File: config.mk
export PLATFORM = sky130hd
export DESIGN_NAME = hyperbus_tf_split
export DESIGN_NICKNAME = d
export VERILOG_FILES = /design/src/rtl/hyperbus_tf_split.sv
export SDC_FILE = /design/constraint.sdc
export NUM_CORES = 1
export LEC_CHECK = 0
export CORE_MARGIN = 4
export CORE_UTILIZATION = 25
export CTS_BUF_LIST = sky130_fd_sc_hd__clkbuf_4 sky130_fd_sc_hd__clkbuf_8 sky130_fd_sc_hd__clkbuf_16
export CTS_CLUSTER_SIZE = 20
export DETAILED_ROUTE_END_ITERATION = 7
export GPL_TIMING_DRIVEN = 0
export PLACE_DENSITY = 0.44
export SYNTH_ARGS = -nofsm -noshare
export SYNTH_HDL_FRONTEND = slang
export SYNTH_SLANG_ARGS = --single-unit
File: constraint.sdc
create_clock -name clk_0_i -period 8.8 [get_ports clk_0_i]
set_input_delay 2.64 -clock clk_0_i [delete_from_list [all_inputs] [get_ports clk_0_i]]
set_output_delay 2.64 -clock clk_0_i [all_outputs]
set_load 0.01 [all_outputs]
File: src/rtl/hyperbus_tf_split.sv
// Splits one front-end request into PHY transfers bounded by max burst and BoundaryWords alignment.
// Optional split-statistics counter enabled by HYPERBUS_TF_SPLIT_STATS_EN.
module hyperbus_tf_split #(
  parameter int AddrWidth     = 32,
  parameter int BurstWidth    = 16,
  parameter int NumChips      = 2,
  parameter int BoundaryWords = 512
) (
  input  logic                  clk_0_i,
  input  logic                  rst_ni,
  input  logic [BurstWidth-1:0] cfg_max_burst_i,
  input  logic                  in_valid_i,
  output logic                  in_ready_o,
  input  logic [AddrWidth-1:0]  in_addr_i,
  input  logic [BurstWidth-1:0] in_len_i,
  input  logic                  in_write_i,
  input  logic                  in_addr_space_i,
  input  logic [NumChips-1:0]   in_cs_i,
  output logic                  out_valid_o,
  input  logic                  out_ready_i,
  output logic [AddrWidth-1:0]  out_addr_o,
  output logic [BurstWidth-1:0] out_burst_o,
  output logic                  out_write_o,
  output logic                  out_addr_space_o,
  output logic [NumChips-1:0]   out_cs_o,
  output logic                  out_last_o,
  output logic                  zero_len_o,
`ifdef HYPERBUS_TF_SPLIT_STATS_EN
  input  logic                  stat_clear_i,
  output logic [15:0]           stat_splits_o,
`endif
  output logic                  busy_o
);

  localparam int OffW = $clog2(BoundaryWords);
  localparam int CW   = BurstWidth + 1;

  typedef enum logic {IDLE, ISSUE} state_e;

  state_e                state_q, state_d;
  logic [AddrWidth-1:0]  addr_q, addr_d;
  logic [BurstWidth-1:0] rem_q, rem_d;
  logic [BurstWidth-1:0] max_q, max_d;
  logic                  write_q, write_d;
  logic                  space_q, space_d;
  logic [NumChips-1:0]   cs_q, cs_d;
  logic                  zero_len_q, zero_len_d;
  logic                  split_q, split_d;

  logic [CW-1:0] to_bound;
  logic [CW-1:0] chunk;
  logic          issue;
  logic          last;
  logic          hs;

  always_comb begin
    to_bound = CW'(BoundaryWords) - CW'(addr_q[OffW-1:0]);
    chunk    = CW'(rem_q);
    if (to_bound < chunk) chunk = to_bound;
    if ((max_q != '0) && (CW'(max_q) < chunk)) chunk = CW'(max_q);
  end

  assign issue = (state_q == ISSUE);
  assign last  = (chunk == CW'(rem_q));
  assign hs    = issue & out_ready_i;

  always_comb begin
    state_d    = state_q;
    addr_d     = addr_q;
    rem_d      = rem_q;
    max_d      = max_q;
    write_d    = write_q;
    space_d    = space_q;
    cs_d       = cs_q;
    split_d    = split_q;
    zero_len_d = 1'b0;
    case (state_q)
      IDLE: begin
        if (in_valid_i) begin
          if (in_len_i != '0) begin
            addr_d  = in_addr_i;
            rem_d   = in_len_i;
            max_d   = cfg_max_burst_i;
            write_d = in_write_i;
            space_d = in_addr_space_i;
            cs_d    = in_cs_i;
            split_d = 1'b0;
            state_d = ISSUE;
          end else begin
            zero_len_d = 1'b1;
          end
        end
      end
      ISSUE: begin
        if (hs) begin
          addr_d = addr_q + AddrWidth'(chunk);
          rem_d  = rem_q - chunk[BurstWidth-1:0];
          if (last) state_d = IDLE;
          else      split_d = 1'b1;
        end
      end
      default: state_d = IDLE;
    endcase
  end

  always_ff @(posedge clk_0_i or negedge rst_ni) begin
    if (!rst_ni) begin
      state_q    <= IDLE;
      addr_q     <= '0;
      rem_q      <= '0;
      max_q      <= '0;
      write_q    <= 1'b0;
      space_q    <= 1'b0;
      cs_q       <= '0;
      zero_len_q <= 1'b0;
      split_q    <= 1'b0;
    end else begin
      state_q    <= state_d;
      addr_q     <= addr_d;
      rem_q      <= rem_d;
      max_q      <= max_d;
      write_q    <= write_d;
      space_q    <= space_d;
      cs_q       <= cs_d;
      zero_len_q <= zero_len_d;
      split_q    <= split_d;
    end
  end

  // Fields are forced to zero outside Issue so idle outputs match the reset state.
  assign in_ready_o       = ~issue;
  assign busy_o           = issue;
  assign out_valid_o      = issue;
  assign out_addr_o       = issue ? addr_q : '0;
  assign out_burst_o      = issue ? chunk[BurstWidth-1:0] : '0;
  assign out_write_o      = issue & write_q;
  assign out_addr_space_o = issue & space_q;
  assign out_cs_o         = issue ? cs_q : '0;
  assign out_last_o       = issue & last;
  assign zero_len_o       = zero_len_q;

`ifdef HYPERBUS_TF_SPLIT_STATS_EN
  logic [15:0] splits_q, splits_d;

  always_comb begin
    splits_d = splits_q;
    if (stat_clear_i)                                        splits_d = '0;
    else if (hs && last && split_q && (splits_q != 16'hFFFF)) splits_d = splits_q + 16'd1;
  end

  always_ff @(posedge clk_0_i or negedge rst_ni) begin
    if (!rst_ni) splits_q <= '0;
    else         splits_q <= splits_d;
  end

  assign stat_splits_o = splits_q;
`endif

endmodule

==> summary.md <==
| Metric | Value |
|---|---|
| Gr usage total | `0.184` |
| Hold slack | `0.466 ns` |
| Crit. End Element | `primary output` |
| Num ports | `129` |
| Row count | `57` |
| Seq cells post-synth | `70` |
| Startpoint Class | `register` |
| Fin nets | `1097` |
| Routed vias | `6420` |
| CP max-delay cell | `dfrtp_2` |
| Area Overhead vs Synth | `46.3%` |
| Vias in the first global route | `6619` |
| GP Congestion | `0.849` |
| Fmax | `0.115 GHz` |
| Routed Antenna Nets | `0` |
| Leakage Power | `3.93 nW` |
| Worst Skew | `0.00999 ns` |
| Slew Limit Headroom | `0.351` |
| Inst Count DP | `1243` |
| Setup CP Type | `reg -> out` |
| Core footprint | `0.0245 mm2` |
| Final period util | `0.992` |
| Fin cells | `1295` |
| I/O Buffers | `128` |
| Full die area | `0.0278 mm2` |
| Maxcap violations | `0` |
| Worst-Margin Slew | `0.973 ns` |
| Syn Area/Cell | `8.02 um2` |
| Setup TNS | `0 ns` |
| Worst Path Arrival | `6.09 ns` |
| Max VDD drop | `0.139 mV` |
| Reg-to-Reg End | `addr_q[18]` |
| # diodes | `0` |
| Layout Utilization | `0.375` |
| Starting Density | `0.256` |
| GRT Residual Overflow | `0` |
| CP Capture Point | `out_last_o` |
| Drt total wl | `25400 um` |
| Hold Vio Cnt, Final | `0` |
| Final count of negative-setup-slack endpoints | `0` |
| Worst-Skew Late Latency | `0.35 ns` |
| Hold_buf cts | `0` |
| Ys flop type | `dfrtp_1` |
| WP buf/inv | `5` |
| Most common cell after layout, fill and taps aside | `clkdlybuf4s50_1` |
| Seq/Total Area, Yosys | `0.278` |
| RSZ-0062 raised after global routing | `true` |
| Number of H-tree levels | `3` |
| Commonest cells after routing, fill and taps aside | `clkdlybuf4s50_1 (126), nand2_1 (98), dfrtp_1 (67)` |
| Reg2reg path depth | `33` |
| Vias per cell | `4.96` |
| Post-Syn Instances | `785` |
| Power per cell area | `414 mW/mm2` |
| Final Max Tran Viols | `0` |
| Largest net degree at the start of global routing | `49` |
| Clock Tree Buf Depth | `2` |
| First-pass GRT wire length | `40000 um` |
| Clk root buf | `clkbuf_16` |
| Fill cells | `2612` |
| Max FO, Critical Path | `5` |
| Async SR Flop Fraction | `1.00` |
| DR WL/cell | `19.6 um` |
| Total power | `3.81 mW` |
| Min-Delay Path Class | `reg -> reg` |
| Die Height | `167 um` |
| Slowest stage delay, CP | `0.42 ns` |
| Launching element of the worst setup path | `addr_q[0]` |
| Residual DRC | `0` |
| Iter 0 DRT Violations | `413` |
| Share of layout cells above drive strength 1 | `0.148` |
| CTS tree | `built` |
| CTS Buf Count | `9` |
| DP Wirelength | `19400 um` |
| Die W | `167 um` |
| Clk slew on worst S/H paths | `0.06 ns` |
| R2R Path Start | `addr_q[0]` |
| Cell count along the critical path | `26` |
| Reg2reg setup slack | `1.50 ns` |
| Number of synthesized flops with an enable pin | `0` |
| Syn Std Cell Area | `0.00629 mm2` |
| Status | `finished, final reports clean` |
| Delay-heaviest family, CP | `simple AND/OR/NAND/NOR gates` |
| DRT Pass-1 Iters | `5` |
| CTS Sinks | `70` |
| Critical Path RT | `6.16 ns` |
| Initial antenna violation count | `0` |
| Final min period | `8.73 ns` |
| Synth unique cells | `67` |
| YS warnings | `0` |
-- per-layer routing --
layer | vias to the layer above | track usage | share of wire
met4 | 0 | 0.0516 | 0.022
met5 | - | 0 | 0
met3 | 36 | 0.0327 | 0.049
met2 | 180 | 0.298 | 0.46
met1 | 3038 | 0.252 | 0.47
li1 | 3166 | - | -
-- kinds of logic (layout without fill, tap and decap cells) --
group	Yosys count	in the layout	synth area share
AOI/OAI and AO/OA	193	193	0.199
xor gates and xnor gates	26	26	0.0362
adders and majority gates	58	58	0.118
buffers and inverters	80	261	0.0487
DFF	70	70	0.278
muxes	43	43	0.0694
other	1	6	0.000596
and+or+nand+nor	314	314	0.250
-- through the flow --
step / cell area [um2] / setup WS (ns)
after global routing: 9210 / -0.167
after detailed placement: 8020 / -1.18
after floorplan: 6310 / 0.664
after CTS: 8980 / 0.00339
final: 9210 / 0.0680
after global placement: 8000 / -1.18
-- power breakdown --
part	internal [mW]	switching (mW)
clock network	0.276	0.161
registers	0.448	0.181
logic	1.37	1.38
total	2.09	1.72
-- how the worst min path moves through the flow --
stage                        from  endpoint  slack [ns]  cells after the start
after floorplan           cs_q[0]   cs_q[0]        0.44                      2
after global placement    write_q   write_q        0.45                      2
after global routing      cs_q[1]   cs_q[1]        0.50                      2
after CTS                 write_q   write_q        0.47                      2
after detailed placement  write_q   write_q        0.45                      2
final                     write_q   write_q        0.47                      2
-- worst reg2reg max path: cells and delay by family, from the launching register on --
family | cells | cell delay [ns]
AOI/OAI and AO/OA | 11 | 2.67
xor gates and xnor gates | 1 | 0.17
adders and majority gates | 5 | 0.90
buffers and inverters | 6 | 0.67
DFF | 1 | 0.42
muxes | 3 | 0.91
and+or+nand+nor | 7 | 1.42
-- final cells by class --
type,count,area (um2),area share
timing repair buffer,166,1640,0.178
multi-input combinational,640,4730,0.514
sequential,70,1760,0.191
clock inverter,6,111,0.0121
inverter,47,179,0.0194
tap,324,405,0.0440
buffer,33,161,0.0175
clock buffer,9,225,0.0245
-- synthesized netlist by cell type, types with 3 or more instances --
cell type  count  area (um2)
o21ai_0       50         250
xor2_1         8        70.1
xnor2_1       18         158
nor3b_1        3        22.5
o21ai_1        4        20.0
a221oi_1       3        26.3
clkbuf_1      29         109
nand4_1       13        81.3
a211oi_1       7        52.6
mux2i_1       38         380
nor2_1        49         184
o22ai_1        6        37.5
and3_1        19         119
nand2_1       99         372
ha_1          56         701
or3_1          8        50.1
a31oi_1        4        25.0
a21oi_1       60         300
o211a_1        3        30.0
nor4_1        16         100
o211ai_1       6        45.0
o21a_1        12        90.1
nor2b_1       14        87.6
dfrtp_1       70        1750
mux2_2         4        45.0
and2_1        50         313
o31ai_1        3        22.5
nor3_1        16        80.1
nand3_1       16        80.1
inv_1         39         146
inv_2          7        26.3
a21o_1         9        67.6
-- flip-flops by register name (all words and copies together), names as in the netlist --
register / flops
space_q: 1
rem_q: 16
busy_o: 1
max_q: 16
write_q: 1
zero_len_o: 1
cs_q: 2
addr_q: 32
-- repair_timing --
action,4_1_cts,5_1_grt
endpoints found under the setup margin,15,3
cloned,2,0
buffers inserted,20,16
pin swaps,16,17
gates resized for setup,90,19
Note: power is estimated with default switching activity, not from simulation.
